`config.mk`:
```
export PLATFORM = sky130hd
export DESIGN_NAME = bit_serial_alu_ctrl
export DESIGN_NICKNAME = d
export VERILOG_FILES = /design/src/rtl/bit_serial_alu_ctrl_pkg.sv /design/src/rtl/alu_1bit.sv /design/src/rtl/bit_serial_alu_ctrl.sv
export SDC_FILE = /design/constraint.sdc
export NUM_CORES = 1
export LEC_CHECK = 0
export ABC_AREA = 1
export CAP_MARGIN = 20
export CORE_MARGIN = 2
export CORE_UTILIZATION = 51
export DETAILED_ROUTE_END_ITERATION = 8
export GPL_TIMING_DRIVEN = 0
export MAX_ROUTING_LAYER = met4
export PLACE_DENSITY_LB_ADDON = 0.15
export RECOVER_POWER = 50
export SYNTH_ARGS = -nofsm -noshare
export SYNTH_HDL_FRONTEND = slang
export SYNTH_SLANG_ARGS = --single-unit
```
`constraint.sdc`:
```
create_clock -name clk -period 2 [get_ports clk]
set_input_delay 0.2 -clock clk [delete_from_list [all_inputs] [get_ports clk]]
set_output_delay 0.2 -clock clk [all_outputs]
set_load 0.005 [all_outputs]
```
`src/rtl/bit_serial_alu_ctrl_pkg.sv`:
```
// rtl/bit_serial_alu_ctrl_pkg.sv - op codes and state encoding for the bit-serial ALU sequencer
package bit_serial_alu_ctrl_pkg;

    localparam logic [1:0] OP_ADD = 2'b00;
    localparam logic [1:0] OP_SUB = 2'b01;
    localparam logic [1:0] OP_AND = 2'b10;
    localparam logic [1:0] OP_OR  = 2'b11;

    typedef enum logic [1:0] {
        IDLE = 2'd0,
        RUN  = 2'd1,
        DONE = 2'd2
    } state_t;

endpackage

```
`src/rtl/alu_1bit.sv`:
```
// rtl/alu_1bit.sv - one-bit ALU slice: add, subtract (a + ~b + carry), and, or
module alu_1bit
    import bit_serial_alu_ctrl_pkg::*;
(
    input  logic       a,
    input  logic       b,
    input  logic       carry_in,
    input  logic [1:0] op,
    output logic       result_bit,
    output logic       carry_out
);

    logic b_eff;

    always_comb begin
        b_eff      = b;
        result_bit = 1'b0;
        carry_out  = 1'b0;
        case (op)
            OP_ADD, OP_SUB: begin
                // Subtraction reuses the adder with b inverted; the sequencer seeds carry_in = 1
                b_eff      = (op == OP_SUB) ? ~b : b;
                result_bit = a ^ b_eff ^ carry_in;
                carry_out  = (a & b_eff) | (a & carry_in) | (b_eff & carry_in);
            end
            OP_AND:  result_bit = a & b;
            OP_OR:   result_bit = a | b;
            default: result_bit = 1'b0;
        endcase
    end

endmodule

```
`src/rtl/bit_serial_alu_ctrl.sv`:
```
// rtl/bit_serial_alu_ctrl.sv - sequences WIDTH-bit ops through one alu_1bit slice, LSB first
module bit_serial_alu_ctrl
    import bit_serial_alu_ctrl_pkg::*;
#(
    parameter int WIDTH = 8
) (
    input  logic             clk,
    input  logic             rst,
    input  logic             start,
    input  logic [1:0]       op_code,
    input  logic [WIDTH-1:0] a,
    input  logic [WIDTH-1:0] b,
    output logic             busy,
    output logic             done,
    output logic [WIDTH-1:0] result,
    output logic             carry_out,
    output logic             zero
);

    localparam int CNT_W = $clog2(WIDTH);
    localparam logic [CNT_W-1:0] LAST = CNT_W'(WIDTH - 1);

    state_t           state;
    logic [WIDTH-1:0] a_reg;
    logic [WIDTH-1:0] b_reg;
    logic [1:0]       op_reg;
    logic [CNT_W-1:0] cnt;
    logic             carry_reg;
    logic             slice_res;
    logic             slice_carry;
    logic [WIDTH-1:0] shifted;

    alu_1bit u_slice (
        .a          (a_reg[cnt]),
        .b          (b_reg[cnt]),
        .carry_in   (carry_reg),
        .op         (op_reg),
        .result_bit (slice_res),
        .carry_out  (slice_carry)
    );

    // After WIDTH shifts the first (LSB) result bit has reached position 0
    assign shifted = {slice_res, result[WIDTH-1:1]};

    always_ff @(posedge clk or posedge rst) begin
        if (rst) begin
            state     <= IDLE;
            a_reg     <= '0;
            b_reg     <= '0;
            op_reg    <= OP_ADD;
            cnt       <= '0;
            carry_reg <= 1'b0;
            busy      <= 1'b0;
            done      <= 1'b0;
            result    <= '0;
            carry_out <= 1'b0;
            zero      <= 1'b0;
        end else begin
            done <= 1'b0;
            case (state)
                IDLE: begin
                    if (start) begin
                        a_reg     <= a;
                        b_reg     <= b;
                        op_reg    <= op_code;
                        cnt       <= '0;
                        carry_reg <= (op_code == OP_SUB);
                        busy      <= 1'b1;
                        state     <= RUN;
                    end
                end
                RUN: begin
                    result    <= shifted;
                    carry_reg <= slice_carry;
                    if (cnt == LAST) begin
                        state     <= DONE;
                        done      <= 1'b1;
                        carry_out <= slice_carry;
                        zero      <= (shifted == '0);
                    end else begin
                        cnt <= cnt + 1'b1;
                    end
                end
                DONE: begin
                    busy  <= 1'b0;
                    state <= IDLE;
                end
                default: begin
                    busy  <= 1'b0;
                    state <= IDLE;
                end
            endcase
        end
    end

endmodule

```
# Word-level counts from Yosys, hierarchy flattened
# Index checks and enable logic that the tools add are counted.
[totals] reg_bits=36 latchBits=0 ramBits=0 romBits=0 inputBits=21 out_inout_bits=12 word_cells=63 mem_count=0
[op_classes] n_addsub=1 mul=0 div_mod_pow=0 order_cmp=1 eq_ne=9 n_shift=0 mux=19 bitwise_logic=11 n_reduce_logical=11
[ops] operator="$reduce_and A2 Y1" n=5
[ops] operator="$logic_not A8 Y1" n=1
[ops] operator="$mux W1" n=8
[ops] operator="$bmux W1 S3" n=2
[ops] operator="$eq A2 B1 Y1 const B" n=3
[ops] operator="$mux W3" n=2
[ops] operator="$ne A2 B2 Y1 const B" n=3
[ops] operator="$pmux W3 S2" n=1
[ops] operator="$and A1 B1 Y1" n=4
[ops] operator="$eq A2 B2 Y1 const B" n=2
[ops] operator="$logic_not A2 Y1" n=2
[ops] operator="$lt A3 B4 Y1 const B" n=1
[ops] operator="$mux W2" n=2
[ops] operator="$pmux W1 S2" n=2
[ops] operator="$pmux W2 S2" n=1
[ops] operator="$add A3 B1 Y3 const B" n=1
[ops] operator="$eq A3 B3 Y1 const B" n=1
[ops] operator="$or A1 B1 Y1" n=3
[ops] operator="$pmux W1 S3" n=1
[ops] operator="$reduce_and A3 Y1" n=1
[ops] operator="$not A1 Y1" n=2
[ops] operator="$reduce_bool A2 Y1" n=1
[ops] operator="$reduce_or A2 Y1" n=1
[ops] operator="$xor A1 B1 Y1" n=2

# Logic depth before layout (Yosys ltp)
[depth] depth_word=9 ltp_mapped=11 depth_no_buf=11

# Hierarchy
# From an unflattened synthesis, not the netlist that was laid out.
[unflattened] hier_cells=213 area_unflattened_um2=1774.2
[modules_own_cells] mod="bit_serial_alu_ctrl" instances=1 cells_each=197 area_per_inst_um2=1692.9 seq_area_each_um2=900.9
[modules_own_cells] mod="alu_1bit" instances=1 cells_each=16 area_per_inst_um2=81.3 seq_area_each_um2=0.0

# Worst setup path before layout
# No wires, ideal clock.
[synth_path] kind="register to register" start="register cnt[0]" end="register result[7]" setup_time_ns=0.116 arrival_time_ns=1.661 required_time_ns=1.884 setup_slack_ns=0.222 stages_incl_launch_ff=12 synth_period_minus_slack_ns=1.778 path_cell_list="dfrtp_1 > inv_1 > nand2_1 > nand3_2 > nand3_2 > nand2_2 > xor2_1 > fa_1 > nand2_1 > nand3_2 > nand2_1 > nand2_1"
[synth_via] elab_chain_cells=7
[synth_lines] item="from (decl)" line="bit_serial_alu_ctrl.sv:27" rtl="logic [CNT_W-1:0] cnt;"
[synth_lines] item="from (signal assigned)" line="bit_serial_alu_ctrl.sv:81" rtl="cnt <= cnt + 1'b1;"
[synth_lines] item="$bmux W1 S3" line="bit_serial_alu_ctrl.sv:35" rtl=".b (b_reg[cnt]),"
[synth_lines] item="$mux W1 (implied by the code)" line="bit_serial_alu_ctrl.sv:35"
[synth_lines] item="$not A1 Y1" line="alu_1bit.sv:22" rtl="b_eff = (op == OP_SUB) ? ~b : b;"
[synth_lines] item="$mux W1" line="alu_1bit.sv:22"
[synth_lines] item="$xor A1 B1 Y1 (2 in series)" line="alu_1bit.sv:23" rtl="result_bit = a ^ b_eff ^ carry_in;"
[synth_lines] item="$pmux W1 S3 *" line="alu_1bit.sv:19" rtl="case (op)"
[synth_lines] item="to (signal assigned)" line="bit_serial_alu_ctrl.sv:73" rtl="result <= shifted;"
[synth_lines] item="to (decl)" line="bit_serial_alu_ctrl.sv:15" rtl="output logic [WIDTH-1:0] result,"
# Mark *: on every way between the ends. The rest lies on a longest branch, timed or not. The select of a mux whose other input is x is not followed.
# A chain may end at the register's enable or synchronous reset.

# Worst setup path in the final report
# Same ends and word-level chain as after synthesis.

==> results.ini <==
[grt]
grtUsageTotal=0.198
overflow=0
grt_pass1_wl_microns=5900
grt_pass1_vias=1444
grt_max_degree=23
antenna_found_initial=0

[timing]
clock_skew_ns=0.00849
worstMarginPinSlew_ns=0.946
holdWs_ns=0.317
slew_headroom=0.368
rsz0062_at_grt=true
period_needed_ns=1.92
finalMaxSlewViolations=0
finalHoldViolations=0
max_freq_mhz=520
worst_slack_ns=0.0780
setup_viol=0
min_period_over_period=0.961

[logic_synthesis]
ys_warn_count=0
ys_types=18
seq_area_frac_synth=0.521
avgSynthCellArea_sq_um=8.43
synth_seq_cells=36
syn_area_sq_um=1730
syn_inst=205
syn_nets=229

[power]
p_leak_nw=1.13
power-per-cell-area_nw_per_um2=1550
netSwitchingPower_w=0.00137
switching_share=0.396
total_power_w=0.00346
ir_worst_vdd_v=0.000761
seq_power_share=0.358
internal-power_w=0.00209
pwr-share-comb=0.497
pwr-share-clk=0.145

[clock_network]
clk_pin_slew_worst_paths_ns=0.11
insertion_delay_ns=0.35
cts.sinks=36
cts_hold_buf=0
root_buffer=clkbuf_4
cts_tree=built
clk_path_buf_depth=2
cts_max_level=2
cts_made_buffers=5

[route]
drc=0
routed-wl-met2_microns=1610
wire_per_inst_microns=10.8
drt_wl_total_microns=3200
num_vias=1384
first_pass_iters=5
first_iter_violations=57
wl_met1_microns=1390
wl_met3_microns=156
detail-route-antenna-nets=0
viasPerCell=4.68
routed.top_layer=met4

[setup_path]
arrival_ns=2.17
crit_chain=buf_6 > nand2_1 > nand3_2 > nand3_2 > nand2_2 > xor2_2 > fa_1 > nand2_2 > nand3_2 > nand2_2 > nand2_1
cp-startpoint=cnt[0]$_DFFE_PP0P_
reg2reg_slack_ns=0.08
r2r_cells=11
path_class=reg2reg
crit_path_end_kind=register
start_kind=register
slowest_delay_ns=0.47
r2r-end=result[7]$_DFFE_PP0P_
cp_slowest_cell=dfrtp_2
cp.required_ns=2.25
r2r-start=cnt[0]$_DFFE_PP0P_
path_max_fanout=5

[placed_design]
port_buffers=32
dp_hpwl_microns=2400
gp_congestion=0.817
dp_slack_ns=0.0311

[die]
rows=21
core_area_sq_um=3280
die_h_microns=62.2
die_x_microns=62.2
num_io_pins=33
initial_utilization=0.526
design.die.area_sq_um=3870

[cells_and_area]
nets=273
post-route-util=0.682
n_antenna_cell=0
regArea_sq_um=903
num-fill-cells=276
syn_to_final_growth_pct=29.6
multiInputGateArea_sq_um=667
drive_gt1_frac=0.160

[outcome]
status=complete, no violations

[min_path]
hold_class=in2async

[job]
maxCapViolCount=0

layout make-up:
class	count	area share
flip-flops and latches	36	0.403
multi-input cells	128	0.298
repair buffers	37	0.161
inverters	36	0.0615
well taps	46	0.0257
clock buffers	6	0.0184
plain buffers	5	0.0168
clock inverters	2	0.0156
worst max-delay path, delay by kind of cell, from the launching register on:
| kind | cells | cell delay [ns] |
|---|---|---|
| DFF | 1 | 0.47 |
| buffers and inverters | 1 | 0.15 |
| and+or+nand+nor | 8 | 0.58 |
| xor gates and xnor gates | 1 | 0.18 |
| adders and majority gates | 1 | 0.47 |
per-stage QoR:
stage	area, sq um	TNS (ns)	instances
after floorplan	1730	0	205
after CTS	2210	0	292
after detailed placement	2130	0	284
after global placement	2110	0	283
final	2240	0	296
after global routing	2240	-0.0487	296
placed cells by master (no fill, tap or decap):
cell type / synthesis / layout
nand3_1: 10 / 11
clkdlybuf4s50_1: 0 / 31
fa_1: 1 / 1
dfrtp_2: 0 / 2
dlymetal6s2s_1: 0 / 1
nand4_1: 1 / 1
inv_4: 0 / 1
o21ai_0: 28 / 28
buf_6: 2 / 2
o31ai_1: 1 / 1
xor2_2: 0 / 1
nor3_1: 1 / 1
dlygate4sd3_1: 0 / 1
inv_2: 2 / 2
nand2_2: 4 / 8
nor2_4: 1 / 1
nand2_1: 60 / 56
clkinv_2: 0 / 1
inv_1: 34 / 33
buf_2: 3 / 4
ha_1: 2 / 2
nand3_2: 10 / 9
clkbuf_1: 0 / 1
buf_4: 0 / 3
nor2_1: 8 / 8
bufinv_16: 0 / 1
clkbuf_4: 0 / 5
dfrtp_1: 36 / 34
per-layer routing:
metal  GRT usage  vias up
li1            -      724
met1       0.227      622
met2       0.334       33
met3      0.0380        5
met4      0.0944        0
met5           -        -
power groups by stage:
stage / combinational (W) / clock [W] / sequential, W
after floorplan: 0.00111 / 0 / 0.00122
after global placement: 0.00154 / 0 / 0.00124
after detailed placement: 0.00157 / 0 / 0.00125
after CTS: 0.00158 / 0.000514 / 0.00123
after global routing: 0.00197 / 0.000544 / 0.00129
final: 0.00172 / 0.000503 / 0.00124
Yosys cell counts:
| cell type | n | share of area |
|---|---|---|
| nand2_1 | 60 | 0.13 |
| dfrtp_1 | 36 | 0.52 |
| inv_1 | 34 | 0.074 |
| o21ai_0 | 28 | 0.081 |
| nand3_1 | 10 | 0.029 |
| nand3_2 | 10 | 0.058 |
| nor2_1 | 8 | 0.017 |
| nand2_2 | 4 | 0.014 |
| buf_2 | 3 | 0.0087 |
| buf_6 | 2 | 0.013 |
| ha_1 | 2 | 0.014 |
| inv_2 | 2 | 0.0043 |
| fa_1 | 1 | 0.012 |
| nand4_1 | 1 | 0.0036 |
| nor2_4 | 1 | 0.0065 |
| nor3_1 | 1 | 0.0029 |
| o31ai_1 | 1 | 0.0043 |
| xor2_1 | 1 | 0.0051 |
worst max path at each step:
| stage | end | depth (start not counted) |
|---|---|---|
| 2_1_floorplan | result[7]$_DFFE_PP0P_ | 11 |
| 3_5_place_dp | result[7]$_DFFE_PP0P_ | 11 |
| 5_1_grt | result[7]$_DFFE_PP0P_ | 11 |
| 6_report | result[7]$_DFFE_PP0P_ | 11 |
| 4_1_cts | result[7]$_DFFE_PP0P_ | 11 |
| 3_3_place_gp | result[7]$_DFFE_PP0P_ | 11 |
what timing repair did:
action,CTS,global route
setup buffers,0,3
endpoints found under the setup margin,0,2
hold endpoints to repair,0,0
gates resized for setup,0,9
cells by family (layout without fill, tap and decap cells):
group                    count (synthesis)  after routing  synth area share
AND/OR/NAND/NOR                         95             95             0.262
buffers and inverters                   41             86            0.0999
flip-flops                              36             36             0.521
AO/OA/AOI/OAI                           29             29            0.0854
adder cells (fa/ha/maj)                  3              3            0.0261
XOR/XNOR                                 1              1           0.00507
Note: power is estimated with default switching activity, not from simulation.
